### src/rtl/counter_bank_pkg.sv
// Shared constants and configuration checks for counter_bank.
// Optional channel cascading is enabled by COUNTER_BANK_CHAIN_EN.
package counter_bank_pkg;

  localparam logic MODE_WRAP = 1'b0;
  localparam logic MODE_SAT  = 1'b1;

  localparam int unsigned MAX_CH    = 16;
  localparam int unsigned MIN_WIDTH = 2;
  localparam int unsigned MAX_WIDTH = 32;

  function automatic bit cfg_ok(
    input int unsigned n_ch,
    input int unsigned width
  );
    return (n_ch >= 1) && (n_ch <= MAX_CH) &&
           (width >= MIN_WIDTH) && (width <= MAX_WIDTH);
  endfunction

endpackage

### src/rtl/counter_bank_channel.sv
// One counter channel: register, adder, wrap/saturate select,
// match detector and qualified carry-out for cascading.
module counter_bank_channel
  import counter_bank_pkg::*;
#(
  parameter int unsigned WIDTH = 8
) (
  input  logic             clk,
  input  logic             rst,
  input  logic             en_i,
  input  logic             clr_i,
  input  logic             gate_i,
  input  logic             sat_mode_i,
  input  logic [WIDTH-1:0] step_i,
  input  logic [WIDTH-1:0] cmp_val_i,
  output logic [WIDTH-1:0] cnt_o,
  output logic             wrap_o,
  output logic             match_o,
  output logic             match_nxt_o,
  output logic             carry_o
);

  logic [WIDTH:0]   sum;
  logic             upd;
  logic [WIDTH-1:0] cnt_d, cnt_q;
  logic             wrap_d, wrap_q;
  logic             match_d, match_q;

  assign sum     = {1'b0, cnt_q} + {1'b0, step_i};
  assign upd     = en_i & ~clr_i & gate_i;
  assign carry_o = upd & sum[WIDTH];

  always_comb begin
    cnt_d  = cnt_q;
    wrap_d = 1'b0;
    if (clr_i) begin
      cnt_d = '0;
    end else if (upd) begin
      if (sum[WIDTH] && (sat_mode_i == MODE_SAT)) begin
        cnt_d = '1;
      end else begin
        cnt_d  = sum[WIDTH-1:0];
        wrap_d = sum[WIDTH];
      end
    end
    // A hold at the compare value never re-fires.
    match_d = (cnt_d != cnt_q) && (cnt_d == cmp_val_i);
  end

  always_ff @(posedge clk) begin
    if (rst) begin
      cnt_q   <= '0;
      wrap_q  <= 1'b0;
      match_q <= 1'b0;
    end else begin
      cnt_q   <= cnt_d;
      wrap_q  <= wrap_d;
      match_q <= match_d;
    end
  end

  assign cnt_o       = cnt_q;
  assign wrap_o      = wrap_q;
  assign match_o     = match_q;
  assign match_nxt_o = match_d;

endmodule

### src/rtl/counter_bank.sv
// Bank of N_CH up-counters with sticky match interrupt.
// Define COUNTER_BANK_CHAIN_EN to add chain_en carry cascading.
module counter_bank
  import counter_bank_pkg::*;
#(
  parameter int unsigned N_CH  = 2,
  parameter int unsigned WIDTH = 8
) (
  input  logic                  clk,
  input  logic                  rst,
  input  logic [N_CH-1:0]       en,
  input  logic [N_CH-1:0]       clr,
  input  logic [N_CH-1:0]       sat_mode,
  input  logic [N_CH*WIDTH-1:0] step,
  input  logic [N_CH*WIDTH-1:0] cmp_val,
  input  logic                  irq_ack,
`ifdef COUNTER_BANK_CHAIN_EN
  input  logic [N_CH-1:0]       chain_en,
`endif
  output logic [N_CH*WIDTH-1:0] cnt_out,
  output logic [N_CH-1:0]       wrap_pulse,
  output logic [N_CH-1:0]       match,
  output logic                  irq
);

  if (!cfg_ok(N_CH, WIDTH)) begin : g_bad_cfg
    $error("counter_bank: N_CH or WIDTH out of range");
  end

  logic [N_CH-1:0] gate;
  logic [N_CH-1:0] carry;
  logic [N_CH-1:0] match_nxt;
  logic            irq_d, irq_q;

`ifdef COUNTER_BANK_CHAIN_EN
  // Channel i advances only on a real carry out of channel i-1.
  assign gate[0] = 1'b1;
  for (genvar i = 1; i < N_CH; i++) begin : g_chain
    assign gate[i] = ~chain_en[i] | carry[i-1];
  end
  logic unused_chain;
  assign unused_chain = chain_en[0] ^ carry[N_CH-1];
`else
  assign gate = '1;
  logic unused_carry;
  assign unused_carry = ^carry;
`endif

  for (genvar i = 0; i < N_CH; i++) begin : g_ch
    counter_bank_channel #(
      .WIDTH (WIDTH)
    ) u_ch (
      .clk         (clk),
      .rst         (rst),
      .en_i        (en[i]),
      .clr_i       (clr[i]),
      .gate_i      (gate[i]),
      .sat_mode_i  (sat_mode[i]),
      .step_i      (step[i*WIDTH +: WIDTH]),
      .cmp_val_i   (cmp_val[i*WIDTH +: WIDTH]),
      .cnt_o       (cnt_out[i*WIDTH +: WIDTH]),
      .wrap_o      (wrap_pulse[i]),
      .match_o     (match[i]),
      .match_nxt_o (match_nxt[i]),
      .carry_o     (carry[i])
    );
  end

  always_comb begin
    irq_d = irq_q;
    if (|match_nxt) begin
      irq_d = 1'b1;
    end else if (irq_ack) begin
      irq_d = 1'b0;
    end
  end

  always_ff @(posedge clk) begin
    if (rst) begin
      irq_q <= 1'b0;
    end else begin
      irq_q <= irq_d;
    end
  end

  assign irq = irq_q;

endmodule

### config.mk
export PLATFORM = sky130hd
export DESIGN_NAME = counter_bank
export DESIGN_NICKNAME = d
export VERILOG_FILES = /design/src/rtl/counter_bank_pkg.sv /design/src/rtl/counter_bank_channel.sv /design/src/rtl/counter_bank.sv
export SDC_FILE = /design/constraint.sdc
export NUM_CORES = 1
export LEC_CHECK = 0
export BUFFER_PORTS_ARGS = -buffer_cell sky130_fd_sc_hd__buf_2
export CAP_MARGIN = 20
export CORE_UTILIZATION = 40
export CTS_CLUSTER_DIAMETER = 60
export DETAILED_ROUTE_END_ITERATION = 7
export GPL_ROUTABILITY_DRIVEN = 0
export GPL_TIMING_DRIVEN = 0
export PLACE_DENSITY = 0.67
export REMOVE_ABC_BUFFERS = 1
export SLEW_MARGIN = 20
export SYNTH_ARGS = -nofsm -noshare
export SYNTH_HDL_FRONTEND = slang
export SYNTH_SLANG_ARGS = --single-unit
export TNS_END_PERCENT = 5
### constraint.sdc
create_clock -name clk -period 4.8 [get_ports clk]
set_input_delay 0.48 -clock clk [delete_from_list [all_inputs] [get_ports clk]]
set_output_delay 0.48 -clock clk [all_outputs]
set_load 0.05 [all_outputs]
# Word level (Yosys, flattened, before mapping)
# Index checks and enable logic that the tools add are counted.
# W data, S select, Z words.
[op_classes]
add_sub_neg = 2
bitwise_logic = 6
reduce_logical = 8
mux = 8
eq_ne = 4
[ops]
columns = ["op", "n"]
rows = [
  ["$mux W8", 6],
  ["$add A8 B8 Y9", 2],
  ["$eq A8 B8 Y1", 2],
  ["$ne A8 B8 Y1", 2],
  ["$reduce_or A4 Y1", 2],
  ["$logic_and A1 B1 Y1", 4],
  ["$not A1 Y1", 4],
  ["$and A1 B1 Y1", 2],
  ["$mux W1", 2],
  ["$reduce_bool A2 Y1", 1],
  ["$reduce_or A2 Y1", 1],
]
[totals]
register_bits = 21
output_inout_bits = 21

# Longest topological paths before layout
[depth]
ltp_word = 9
ltp_mapped = 12
depth_no_buf = 11

# Hierarchy
# Synthesis repeated with hierarchy kept, for this count alone.
[unflattened]
hier_cells = 354
area_unflattened_um2 = 2775.2
[modules_own_cells]
columns = ["mod", "area_each_um2", "cells_each", "n_inst"]
rows = [
  ["counter_bank_channel at g_ch[1].u_ch", 1463.9, 186, 1],
  ["counter_bank_channel at g_ch[0].u_ch", 1272.5, 163, 1],
  ["counter_bank", 38.8, 5, 1],
]

# Worst setup path before layout
# OpenSTA, ideal clock, no wires.
[synth_timing]
path_kind = "reg2reg"
from = "register g_ch[1].u_ch.cnt_q[0]"
to = "register irq_q (netlist: irq)"
setup_ns = 0.059
arrival_time_ns = 3.210
path_stages_with_launch = 11
setup_slack_ns = 1.531
cell_sequence = "dfxtp_1 > ha_1 > fa_1 > a211oi_1 > o21ai_2 > and3_4 > a221oi_4 > a221oi_1 > a311o_1 > a2111oi_4 > a211o_1"
[synth_via]
elab_chain_len = 9
elab_cells_between_ends = 11
classes_between = "add/sub (1); eq/ne (2); mux (4); reduce/logical (4)"
[synth_lines]
columns = ["element", "line_no", "source"]
rows = [
  ["start, declared", "counter_bank_channel.sv:25", "logic [WIDTH-1:0] cnt_d, cnt_q;"],
  ["start signal, assigned", "counter_bank_channel.sv:56", "cnt_q <= cnt_d;"],
  ["$add A8 B8 Y9", "counter_bank_channel.sv:29", "assign sum = {1'b0, cnt_q} + {1'b0, step_i};"],
  ["$logic_and A1 B1 Y1", "counter_bank_channel.sv:39", "if (sum[WIDTH] && (sat_mode_i == MODE_SAT)) begin"],
  ["$mux W8", "counter_bank_channel.sv:39", ""],
  ["$mux W8", "counter_bank_channel.sv:38", "end else if (upd) begin"],
  ["$mux W8", "counter_bank_channel.sv:36", "if (clr_i) begin"],
  ["$ne A8 B8 Y1 / $eq A8 B8 Y1 (equally long branches)", "counter_bank_channel.sv:47", "match_d = (cnt_d != cnt_q) && (cnt_d == cmp_val_i);"],
  ["$logic_and A1 B1 Y1 *", "counter_bank_channel.sv:47", ""],
  ["$reduce_or A2 Y1 *", "counter_bank.sv:71", "if (|match_nxt) begin"],
  ["$mux W1 / $reduce_bool A2 Y1 (equally long branches)", "n/a", ""],
  ["end signal, assigned", "counter_bank.sv:82", "irq_q <= irq_d;"],
  ["end, declared", "counter_bank.sv:33", "logic irq_d, irq_q;"],
]
# Every way passes the cells marked *; elsewhere a longest branch is shown, timed or not.
# A chain may end at the register's enable or synchronous reset.

# Worst setup path in the final report
[layout_timing]
from = "register g_ch[0].u_ch.cnt_q[0]"
to = "register irq_q (netlist: irq)"
[layout_via]
elab_chain_len = 9
elab_cells_between_ends = 11
classes_between = "add/sub (1); eq/ne (2); mux (4); reduce/logical (4)"
[layout_lines]
columns = ["element", "line_no"]
rows = [
  ["start, declared", "counter_bank_channel.sv:25"],
  ["start signal, assigned", "counter_bank_channel.sv:56"],
  ["$add A8 B8 Y9", "counter_bank_channel.sv:29"],
  ["$logic_and A1 B1 Y1", "counter_bank_channel.sv:39"],
  ["$mux W8", "counter_bank_channel.sv:39"],
  ["$mux W8", "counter_bank_channel.sv:38"],
  ["$mux W8", "counter_bank_channel.sv:36"],
  ["$ne A8 B8 Y1 / $eq A8 B8 Y1 (equally long branches)", "counter_bank_channel.sv:47"],
  ["$logic_and A1 B1 Y1 *", "counter_bank_channel.sv:47"],
  ["$reduce_or A2 Y1 *", "counter_bank.sv:71"],
  ["$mux W1 / $reduce_bool A2 Y1 (equally long branches)", "n/a"],
]
# Marks and branches as above.

==> reports/summary.txt <==
largest net degree at the start of global routing -> 27
# rows -> 28
R2R cell count -> 10
fraction of layout cells with a size suffix above 1 -> 22.8%
IO Pins -> 62
Die Footprint -> 6400 um2
Port Buffers -> 61
max_cap viols -> 0
setup violators final -> 0
fin crit share -> 78.4%
nets@finish -> 419
worst setup margin -> 1.04 ns
Final min period -> 3.76 ns
hold crit path type -> input pin to register
largest cells by area after synthesis -> dfxtp_1 (17%), ha_1 (8.2%), nor2_1 (5.9%)
Initial Util -> 41.3%
Worst-Margin Slew -> 0.835 ns
Avg WL per Cell -> 15.1 um
Worst VDD drop -> 0.0965 mV
r2r startpoint -> g_ch[0].u_ch.cnt_o[0]$_SDFF_PP0_
Reg-to-Reg End -> irq$_SDFFE_PP0P_
total track usage -> 21.1%
WP buf/inv -> 0
CTS Hold Bufs -> 0
CP Class -> register to register
number of synthesized flops with an enable pin -> 0
CP max stage cell -> o21ai_1
vias in the first global route -> 2329
Worst EP required -> 5.01 ns
DRC Markers -> 0
highest clock rate -> 266 MHz
Slew Viols, Final -> 0
Rel. slew slack -> 44.0%
via/cell ratio -> 6.09
CTS Root Cell -> clkbuf_8
Ys Warns -> 0
mapped cell area -> 2430 um2
predominant post-synthesis flop cell -> dfxtp_1
final wirelength -> 6540 um
TritonCTS clock tree -> done
worst stage delay on the critical path -> 0.72 ns
status -> completed
post-CTS setup buffers -> 0
CP Cell Sequence -> ha_1, fa_1, a211oi_1, o21ai_1, o21ai_1, a311oi_1, xor2_1, a211o_1, a311oi_1, a211o_1
clk buf depth -> 2
skew final -> 0.00770 ns
initial DRC count -> 159
P_leak -> 1.20 nW
Hold Path Sink -> g_ch[0].u_ch.wrap_o$_SDFF_PP0_
sequential cell area fraction in the yosys report -> 17.3%
# diodes -> 0
clock slew at reported path FFs -> 0.08 ns
DR pass1 iterations -> 5
dominant cell type by area after synthesis -> dfxtp_1
library cells used by synthesis -> 66
post-synthesis instance total -> 311
Min Hold Slack -> 0.406 ns
GRT Residual Overflow -> 0
H-tree depth -> 1
hold path start -> sat_mode[0]
initial antenna violation count -> 0
Core Util, Final -> 47.5%
syn avg cell area -> 7.83 um2
Final HPWL DP -> 5090 um
CTS sink cnt -> 21
Yosys top cell area share -> 17.3%
PwrDens -> 204 nW/um2
Area growth, synth to finish -> 14.9%
RSZ-0062 raised after global routing -> false
CP startpoint kind -> register
TNS Setup -> 0 ns
Crit path max-delay family -> compound AO/OA/AOI/OAI gates
WP data arrival -> 3.98 ns
r2r setup slk -> 1.04 ns
Die Ht -> 80 um
fillers -> 613
worst skew pair latency -> 0.26 ns
hold path depth -> 2
Die Width -> 80 um
TritonCTS Buffers -> 3
Crit. End Element -> register
post-route ant nets -> 0
Fin. Hold Viols -> 0
FFs w/ async S/R, synth -> 0%
Yosys reg bits -> 21
first-pass GRT wire length -> 10700 um
routed via count -> 2641
Critical Path Fanout Max -> 14
core box area -> 5890 um2
DP Worst Slack -> 0.858 ns
post-cts sizing count -> 0
[logic make-up after synthesis]
family                     after synthesis  share of synthesized area (%)
DFF                                     21                           17.3
buffers and inverters                   32                           5.76
and+or+nand+nor                        113                           23.9
xor gates and xnor gates                16                           5.76
muxes                                    7                           3.03
AOI/OAI and AO/OA                      104                           34.4
adders and majority gates               18                           9.87
[flip-flops by register name, summed over array words and instances (netlist names)]
name,count
g_ch.u_ch.wrap_o,2
irq,1
g_ch.u_ch.cnt_o,16
g_ch.u_ch.match_o,2
[worst reg2reg max path: cells and delay by family (launching register included)]
kind | cells | cell delay, ns
fa+ha+maj | 2 | 0.67
flops | 1 | 0.41
xor+xnor | 1 | 0.20
compound gates | 7 | 2.44
[cell type report]
class / instances / area [um2] / share of cell area [%]
repair buffers: 61 / 305 / 10.9
flip-flops and latches: 21 / 420 / 15.0
inverters: 15 / 56.3 / 2.01
clock inverters: 1 / 5.00 / 0.179
multi-input cells: 258 / 1870 / 67.0
clock buffers: 3 / 41.3 / 1.48
well taps: 75 / 93.8 / 3.36
[cell usage in the layout (no fill, tap or decap), types with 3 or more instances in the layout]
cell and instances:
a2111o_1 3, a2111oi_0 5, a211o_1 4, a211oi_1 8, a21o_1 3, a21oi_1 11
a221oi_1 3, a311oi_1 3, a31oi_1 3, and2_1 5, buf_2 61, clkbuf_8 3
dfxtp_1 21, ha_1 16, inv_1 15, mux2_2 3, mux2i_1 4, nand2_1 13
nand2b_1 8, nand3_1 14, nor2_1 38, nor3_1 8, nor4_1 7, o211ai_1 6
o21a_1 3, o21ai_0 13, o22ai_1 7, o41ai_1 3, or2_2 3, xnor2_1 7
xor2_1 9
[worst max path at each step]
stage,from,to,slack (ns),cells past startpoint
after floorplan,g_ch[0].u_ch.cnt_o[0]$_SDFF_PP0_,irq$_SDFFE_PP0P_,1.43,11
after global placement,step[0],irq$_SDFFE_PP0P_,0.85,11
after detailed placement,step[0],irq$_SDFFE_PP0P_,0.86,11
after CTS,g_ch[0].u_ch.cnt_o[0]$_SDFF_PP0_,irq$_SDFFE_PP0P_,1.00,10
after global routing,g_ch[0].u_ch.cnt_o[0]$_SDFF_PP0_,irq$_SDFFE_PP0P_,0.80,10
final,g_ch[0].u_ch.cnt_o[0]$_SDFF_PP0_,irq$_SDFFE_PP0P_,1.04,10
[metal layers]
metal / global-route usage, % / up-vias / wire [um]
li1: - / 1302 / -
met1: 27.3 / 1224 / 2810
met2: 36.0 / 105 / 3190
met3: 1.71 / 10 / 420
met4: 8.21 / 0 / 121
met5: 0 / - / 0
[per-stage QoR]
step                      power [mW]  std cells  instance area, um2
after floorplan                0.380        294                2350
after global placement         0.451        430                2750
after detailed placement       0.455        430                2750
after CTS                      0.574        434                2800
after global routing           0.613        434                2800
final                          0.570        434                2800
[cells in the mapped netlist, types with 3 or more instances]
cell / count
o41ai_1: 3
a31oi_1: 3
o22ai_1: 7
or2_2: 3
nor2_1: 38
nor3_1: 8
o21a_1: 3
mux2_2: 3
o211ai_1: 6
mux2i_1: 4
ha_1: 16
a221oi_1: 3
a2111o_1: 3
nand2_1: 13
a211oi_1: 8
buf_4: 5
a211o_1: 4
a311oi_1: 3
nand2b_1: 8
nor4_1: 7
xnor2_1: 7
and2_1: 5
xor2_1: 9
a21o_1: 3
a21oi_1: 11
o21ai_0: 13
clkbuf_1: 11
dfxtp_1: 21
inv_1: 15
nand3_1: 14
a2111oi_0: 5
[power breakdown]
part	internal [mW]	total, mW	leakage, nW	switching (mW)
Clock	0.0578	0.117	0.0255	0.0588
Sequential	0.181	0.196	0.171	0.0149
Combinational	0.104	0.258	1.00	0.154
Power figures use the tool's default switching activity.
